File: src/rtl/xmuladd_pipe.sv
// xmuladd_pipe: signed multiply-accumulate unit with its own period/iteration
// sequencer, a 3-stage arithmetic pipeline feeding a guard-bit accumulator,
// and an output stage with round-half-up, arithmetic shift and saturation.
//
// Ports:
//   clk, rst            clock; asynchronous active-low reset
//   run                 start pulse, sampled only when idle
//   flow_in             N_SRC sources of DATA_W bits; source i = [i*DATA_W +: DATA_W]
//   sela, selb          operand A / B source index
//   opcode              00 MACC, 01 MSUB, 10 MUL, 11 MACC
//   iterations          number of accumulation periods (0 = run ignored)
//   period              samples per period (0 acts as 1)
//   delay               idle cycles between run acceptance and first sample
//   shift               arithmetic right shift applied at the output
//   rnd_en, sat_en      round-half-up before shift; saturate to signed DATA_W
//   flow_out            registered result, held until the next valid_out
//   valid_out           one-cycle pulse per new result
//   done                one-cycle pulse with the last result of a run
//   busy                high from run acceptance until the cycle after done
//   ovf                 sticky out-of-range flag, cleared on run acceptance
module xmuladd_pipe #(
  parameter int DATA_W  = 32,
  parameter int ACC_W   = 72,
  parameter int N_SRC   = 16,
  parameter int SEL_W   = 4,
  parameter int ITER_W  = 10,
  parameter int PER_W   = 6,
  parameter int SHIFT_W = 7
) (
  input  logic                    clk,
  input  logic                    rst,
  input  logic                    run,
  input  logic [N_SRC*DATA_W-1:0] flow_in,
  input  logic [SEL_W-1:0]        sela,
  input  logic [SEL_W-1:0]        selb,
  input  logic [1:0]              opcode,
  input  logic [ITER_W-1:0]       iterations,
  input  logic [PER_W-1:0]        period,
  input  logic [PER_W-1:0]        delay,
  input  logic [SHIFT_W-1:0]      shift,
  input  logic                    rnd_en,
  input  logic                    sat_en,
  output logic [DATA_W-1:0]       flow_out,
  output logic                    valid_out,
  output logic                    done,
  output logic                    busy,
  output logic                    ovf
);

  // One extra bit above the accumulator so the rounding add cannot wrap.
  localparam int OW = ACC_W + 1;

  typedef enum logic [1:0] {S_IDLE, S_DELAY, S_RUN, S_DRAIN} state_t;

  state_t r_state, w_state_nxt;

  // Shadow configuration, captured when run is accepted.
  logic [SEL_W-1:0]   r_sela, r_selb;
  logic               r_sub, r_mul;
  logic [PER_W-1:0]   r_per_m1;
  logic [ITER_W-1:0]  r_iter_m1;
  logic [SHIFT_W-1:0] r_shift;
  logic               r_rnd, r_sat;

  // Sequencer counters.
  logic [PER_W-1:0]   r_cnt;
  logic [PER_W-1:0]   r_p;
  logic [ITER_W-1:0]  r_it;
  logic [1:0]         r_drain;

  // Pipeline: stage 1 operands, stage 2 product, stage 3 accumulator.
  logic signed [DATA_W-1:0]   w_a, w_b, r_a, r_b;
  logic signed [2*DATA_W-1:0] r_prod;
  logic signed [ACC_W-1:0]    r_acc, w_p_ext, w_base, w_acc_nxt;
  logic r_v1, r_f1, r_l1, r_v2, r_f2, r_l2, r_v3;

  // Output stage.
  logic signed [OW-1:0]   w_rnd, w_v, w_r;
  logic [OW-DATA_W:0]     w_top;
  logic                   w_in_range;
  logic [DATA_W-1:0]      w_res;
  logic [DATA_W-1:0]      r_flow;
  logic                   r_valid, r_done, r_busy, r_ovf;

  logic w_accept, w_sample, w_per_end, w_last;

  // busy stays high through the cycle after the final DRAIN cycle, so a
  // new run is only accepted once both the FSM and busy are back to idle.
  assign w_accept  = (r_state == S_IDLE) && !r_busy && run && (iterations != '0);
  assign w_sample  = (r_state == S_RUN);
  assign w_per_end = (r_p == r_per_m1);
  assign w_last    = w_sample && w_per_end && (r_it == r_iter_m1);

  // ---------------------------------------------------------------- FSM
  always_ff @(posedge clk or negedge rst) begin
    // NOTE: sequential state is written with non-blocking assignments so every
    // register samples the pre-edge value of every other register.
    if (!rst) r_state <= S_IDLE;
    else      r_state <= w_state_nxt;
  end

  always_comb begin
    // NOTE: default assigned first so no path through the case leaves the
    // signal unassigned, which would infer a latch.
    w_state_nxt = r_state;
    case (r_state)
      S_IDLE:  if (w_accept) w_state_nxt = (delay != '0) ? S_DELAY : S_RUN;
      S_DELAY: if (r_cnt == PER_W'(1)) w_state_nxt = S_RUN;
      S_RUN:   if (w_last) w_state_nxt = S_DRAIN;
      S_DRAIN: if (r_drain == 2'd2) w_state_nxt = S_IDLE;
      default: w_state_nxt = S_IDLE;
    endcase
  end

  // ----------------------------------------------- shadow configuration
  always_ff @(posedge clk or negedge rst) begin
    if (!rst) begin
      r_sela    <= '0;
      r_selb    <= '0;
      r_sub     <= 1'b0;
      r_mul     <= 1'b0;
      r_per_m1  <= '0;
      r_iter_m1 <= '0;
      r_shift   <= '0;
      r_rnd     <= 1'b0;
      r_sat     <= 1'b0;
    end else if (w_accept) begin
      r_sela    <= sela;
      r_selb    <= selb;
      r_sub     <= (opcode == 2'b01);
      r_mul     <= (opcode == 2'b10);
      r_per_m1  <= (period == '0) ? '0 : period - PER_W'(1);
      r_iter_m1 <= iterations - ITER_W'(1);
      r_shift   <= shift;
      r_rnd     <= rnd_en;
      r_sat     <= sat_en;
    end
  end

  // ------------------------------------------------------ counters
  always_ff @(posedge clk or negedge rst) begin
    if (!rst) begin
      r_cnt   <= '0;
      r_p     <= '0;
      r_it    <= '0;
      r_drain <= '0;
    end else begin
      case (r_state)
        S_IDLE: if (w_accept) begin
          r_cnt   <= delay;
          r_p     <= '0;
          r_it    <= '0;
          r_drain <= '0;
        end
        S_DELAY: r_cnt <= r_cnt - PER_W'(1);
        S_RUN: begin
          if (w_per_end) begin
            r_p  <= '0;
            r_it <= r_it + ITER_W'(1);
          end else begin
            r_p  <= r_p + PER_W'(1);
          end
        end
        S_DRAIN: r_drain <= r_drain + 2'd1;
        default: ;
      endcase
    end
  end

  // -------------------------------------------------- operand select
  always_comb begin
    w_a = '0;
    w_b = '0;
    for (int i = 0; i < N_SRC; i++) begin
      if (r_sela == SEL_W'(i)) w_a = flow_in[i*DATA_W +: DATA_W];
      if (r_selb == SEL_W'(i)) w_b = flow_in[i*DATA_W +: DATA_W];
    end
  end

  // ------------------------------------------------- accumulate logic
  always_comb begin
    w_p_ext   = ACC_W'(r_prod);
    // First sample of a period restarts the sum instead of adding to it.
    w_base    = r_f2 ? '0 : r_acc;
    w_acc_nxt = r_sub ? (w_base - w_p_ext) : (w_base + w_p_ext);
  end

  // --------------------------------------------------- output stage
  always_comb begin
    w_rnd = '0;
    if (r_rnd && (r_shift != '0)) w_rnd = OW'(1) << (r_shift - SHIFT_W'(1));
    w_v = OW'(r_acc) + w_rnd;
    if (int'(r_shift) >= OW) w_r = {OW{w_v[OW-1]}};
    else                     w_r = w_v >>> r_shift;
    // In range for signed DATA_W when every bit above the DATA_W sign bit
    // matches it.
    w_top      = w_r[OW-1:DATA_W-1];
    w_in_range = (&w_top) || !(|w_top);
    w_res      = w_r[DATA_W-1:0];
    if (r_sat && !w_in_range)
      w_res = w_r[OW-1] ? {1'b1, {(DATA_W-1){1'b0}}} : {1'b0, {(DATA_W-1){1'b1}}};
  end

  // ------------------------------------------------------- pipeline
  always_ff @(posedge clk or negedge rst) begin
    // NOTE: the accumulator and pipeline registers are reset because a reset
    // must discard in-flight results and leave the sum at zero.
    if (!rst) begin
      r_a     <= '0;
      r_b     <= '0;
      r_v1    <= 1'b0;
      r_f1    <= 1'b0;
      r_l1    <= 1'b0;
      r_prod  <= '0;
      r_v2    <= 1'b0;
      r_f2    <= 1'b0;
      r_l2    <= 1'b0;
      r_acc   <= '0;
      r_v3    <= 1'b0;
      r_flow  <= '0;
      r_valid <= 1'b0;
      r_done  <= 1'b0;
      r_busy  <= 1'b0;
      r_ovf   <= 1'b0;
    end else begin
      // MUL treats every sample as both first and last of its own period.
      r_a    <= w_a;
      r_b    <= w_b;
      r_v1   <= w_sample;
      r_f1   <= w_sample && (r_mul || (r_p == '0));
      r_l1   <= w_sample && (r_mul || w_per_end);

      r_prod <= (2*DATA_W)'(r_a) * (2*DATA_W)'(r_b);
      r_v2   <= r_v1;
      r_f2   <= r_f1;
      r_l2   <= r_l1;

      if (r_v2) r_acc <= w_acc_nxt;
      r_v3   <= r_v2 && r_l2;

      r_valid <= r_v3;
      if (r_v3) r_flow <= w_res;

      if (w_accept)                 r_ovf <= 1'b0;
      if (r_v3 && !w_in_range)      r_ovf <= 1'b1;

      // Last result leaves the output register on the edge that ends DRAIN.
      r_done <= (r_state == S_DRAIN) && (r_drain == 2'd2);
      if (w_accept)    r_busy <= 1'b1;
      else if (r_done) r_busy <= 1'b0;
    end
  end

  assign flow_out  = r_flow;
  assign valid_out = r_valid;
  assign done      = r_done;
  assign busy      = r_busy;
  assign ovf       = r_ovf;

endmodule
File: config.mk
export PLATFORM = sky130hd
export DESIGN_NAME = xmuladd_pipe
export DESIGN_NICKNAME = d
export VERILOG_FILES = /design/src/rtl/xmuladd_pipe.sv
export SDC_FILE = /design/constraint.sdc
export NUM_CORES = 2
export LEC_CHECK = 0
export ABC_AREA = 1
export ABC_CLOCK_PERIOD_IN_PS = 7600
export CAP_MARGIN = 20
export CORE_UTILIZATION = 56
export CTS_BUF_LIST = sky130_fd_sc_hd__clkbuf_8
export DETAILED_ROUTE_END_ITERATION = 10
export PLACE_DENSITY = 0.84
export SETUP_SLACK_MARGIN = 0.1
export SYNTH_ARGS = -nofsm -noshare
export SYNTH_HDL_FRONTEND = slang
export SYNTH_SLANG_ARGS = --single-unit
File: constraint.sdc
create_clock -name clk -period 7.6 [get_ports clk]
set_clock_uncertainty 0.1 [all_clocks]
set_input_delay 1.52 -clock clk [delete_from_list [all_inputs] [get_ports clk]]
set_output_delay 1.52 -clock clk [all_outputs]
set_load 0.02 [all_outputs]
==> flow_metrics.py <==
metrics = {
    "outcome": {
        "status": "finished, violations left",
        "violations": "design-rule violations",
    },
    "timing": {
        "hold_violations": 0,
        "tightest_slew_ps": 1300,
        "setup_tns_ps": 0,
        "slew_headroom_pct": 13.4,
        "max_freq_mhz": 132,
        "maxSlewViolCount": 0,
        "period_needed_ps": 7600,
        "setup_viol_count_final": 0,
        "rsz0062_at_grt": "true",
        "timing.final.crit_share_pct": 100,
    },
    "placement": {
        "gp_congestion": 1.15,
        "dpl.hpwl_mm": 263,
        "io_buffers": 591,
    },
    "setup_path": {
        "worstPathArrival_ps": 8190,
        "path_max_fanout": 8,
        "startpoint": "r_b[3]$_DFF_PN0_",
        "required_ps": 8190,
        "cp_common_cell": "fa_1",
        "critPathCaptureType": "register",
        "reg2reg_from": "r_b[3]$_DFF_PN0_",
        "worstSetupPathType": "reg -> reg",
        "start_kind": "register",
        "slowest_stage": "fa_1",
        "max_stage_delay_ps": 590,
    },
    "clocking": {
        "cts-htree-levels": 2,
        "clock_sinks": 304,
        "worstSkewPairLatency_ps": 780,
        "cts_hold_buf": 0,
        "numCtsBuffers": 58,
        "clockBufferDepth": 3,
        "cts_root_buf": "clkbuf_8",
        "clk_pin_slew_worst_paths_ps": 70,
        "cts_tree": "yes",
    },
    "layout": {
        "final_util_pct": 66.3,
        "drive_gt1_share_pct": 7.27,
        "final_common_cell": "nand2_1",
        "nNetsFinal": 13300,
        "final_cell_mix": "nand2_1 (2970), inv_1 (2267), fa_1 (1068)",
        "fillers": 10900,
        "areaGrowthSynthToFinish_pct": 17.4,
    },
    "floorplanning": {
        "dieArea_mm2": 0.132,
        "io_pins": 592,
        "std_cell_rows": 132,
        "die-width_um": 363,
        "start_util_pct": 56.5,
        "core_area_mm2": 0.129,
        "die_h_um": 363,
    },
    "synth": {
        "ys.flop_type": "dfrtp_1",
        "yosys_warnings": 0,
        "ys_ff_latch": 304,
        "synth_area_mm2": 0.0731,
        "syn-num-nets": 12700,
        "ys_seq_area_share_pct": 10.4,
        "syn_inst": 10700,
        "ys_types": 65,
        "async_flop_share_pct": 100,
        "post_synth.cell_area_avg_um2": 6.81,
        "synth_edf_count": 0,
    },
    "job": {
        "maxCapViolCount": 0,
    },
    "drt": {
        "drtIter0Drc": 9728,
        "dr.pass1.iters": 10,
        "avgRoutedWirePerCell_um": 24.2,
        "ant_nets": 0,
        "totalWireLength_mm": 319,
        "viasPerCell": 5.96,
        "vias": 78500,
        "drc_errors": 1,
    },
    "global_routing": {
        "grtUsageTotal_pct": 47.6,
        "grt_pass1_vias": 77900,
        "grt_pass1_wl_mm": 468,
        "antenna_found_initial": 78,
        "overflow": 0,
        "grt_max_degree": 152,
    },
    "min_path": {
        "holdCritStartpoint": "r_f1$_DFF_PN0_",
        "hold_class": "reg -> reg",
    },
}
-- cells by family after synthesis --
kind of cell	share of synthesized area [%]
compound gates	10.3
xor+xnor	3.13
fa+ha+maj	35.5
buf+inv	14.3
flops	10.4
mux	0.110
simple gates	26.3
-- cell type report --
cell class,count,area [um2],area share [%]
timing repair buffer,995,9780,11.4
sequential,304,7640,8.90
tap,1742,2180,2.54
inverter,2306,8680,10.1
clock buffer,63,867,1.01
clock inverter,45,398,0.464
antenna,56,140,0.163
multi-input combinational,7670,56100,65.4
-- stage by stage --
stage,instance area (um2),hold WS (ps),cells,worst slack (ps)
after detailed placement,82600,236,13000,-245
final,85800,245,13200,2.38
after global placement,82600,234,13000,-95.9
after global routing,85800,250,13200,-181
after floorplan,73100,231,10700,157
after CTS,84100,246,13100,103
-- per-layer routing --
metal | track usage (%) | wire (um)
met2 | 72.0 | 139000
met1 | 53.6 | 109000
met3 | 19.8 | 41500
met4 | 35.2 | 28700
met5 | 3.59 | 736
-- sequential cells by signal (all words and copies together) (netlist names), 6 cells and up --
| signal | count |
|---|---|
| r_p | 6 |
| r_a | 32 |
| r_cnt | 6 |
| r_acc | 72 |
| r_shift | 7 |
| r_prod | 64 |
| r_it | 10 |
| r_per_m1 | 6 |
| flow_out | 32 |
| r_iter_m1 | 10 |
| r_b | 32 |
-- path summary, 6_finish.rpt --
kind / to / slack (ps) / depth (start not counted)
setup / recovery: r_prod[59]$_DFF_PN0_ / 2 / 32
hold reg to reg: r_f2$_DFF_PN0_ / 240 / 0
min in group asynchronous: flow_out[16]$_DFFE_PN0P_ / 530 / 1
hold / removal: r_f2$_DFF_PN0_ / 240 / 0
max in group asynchronous: r_a[26]$_DFF_PN0_ / 5660 / 2
setup reg to reg: r_prod[59]$_DFF_PN0_ / 2 / 32
-- critical path: cells and delay by family (launching register included) --
kind                     cells  cell delay, ps
adder cells (fa/ha/maj)      9            4310
AO/OA/AOI/OAI                8            1230
buffers and inverters       10             870
flip-flops                   1             460
AND/OR/NAND/NOR              4             320
XOR/XNOR                     1             150
-- cells in the mapped netlist (45+ instances only) --
library cell / n / area share, %
nand2_1: 2995 / 15
inv_1: 2278 / 12
fa_1: 1084 / 30
nor2_1: 709 / 3.6
nand3_1: 666 / 4.6
o21ai_0: 451 / 3.1
a21oi_1: 398 / 2.7
clkbuf_1: 371 / 1.9
ha_1: 342 / 5.9
dfrtp_1: 304 / 10
xnor2_1: 133 / 1.6
xor2_1: 126 / 1.5
nand4_1: 115 / 0.98
o22ai_1: 95 / 0.81
nor3_1: 68 / 0.47
a31oi_1: 64 / 0.55
buf_1: 54 / 0.28
o2111ai_1: 48 / 0.58
a221oi_1: 45 / 0.54
-- repair_timing --
item / 4_1_cts / 5_1_grt
cloned: 0 / 1
endpoints found under the setup margin: 16 / 20
pin swaps: 8 / 87
setup buffers: 2 / 45
resized for setup: 50 / 238
Power is left out: the tool's default activity adds up to more than one toggle a clock period on the data nets, which glitch-free logic cannot reach.
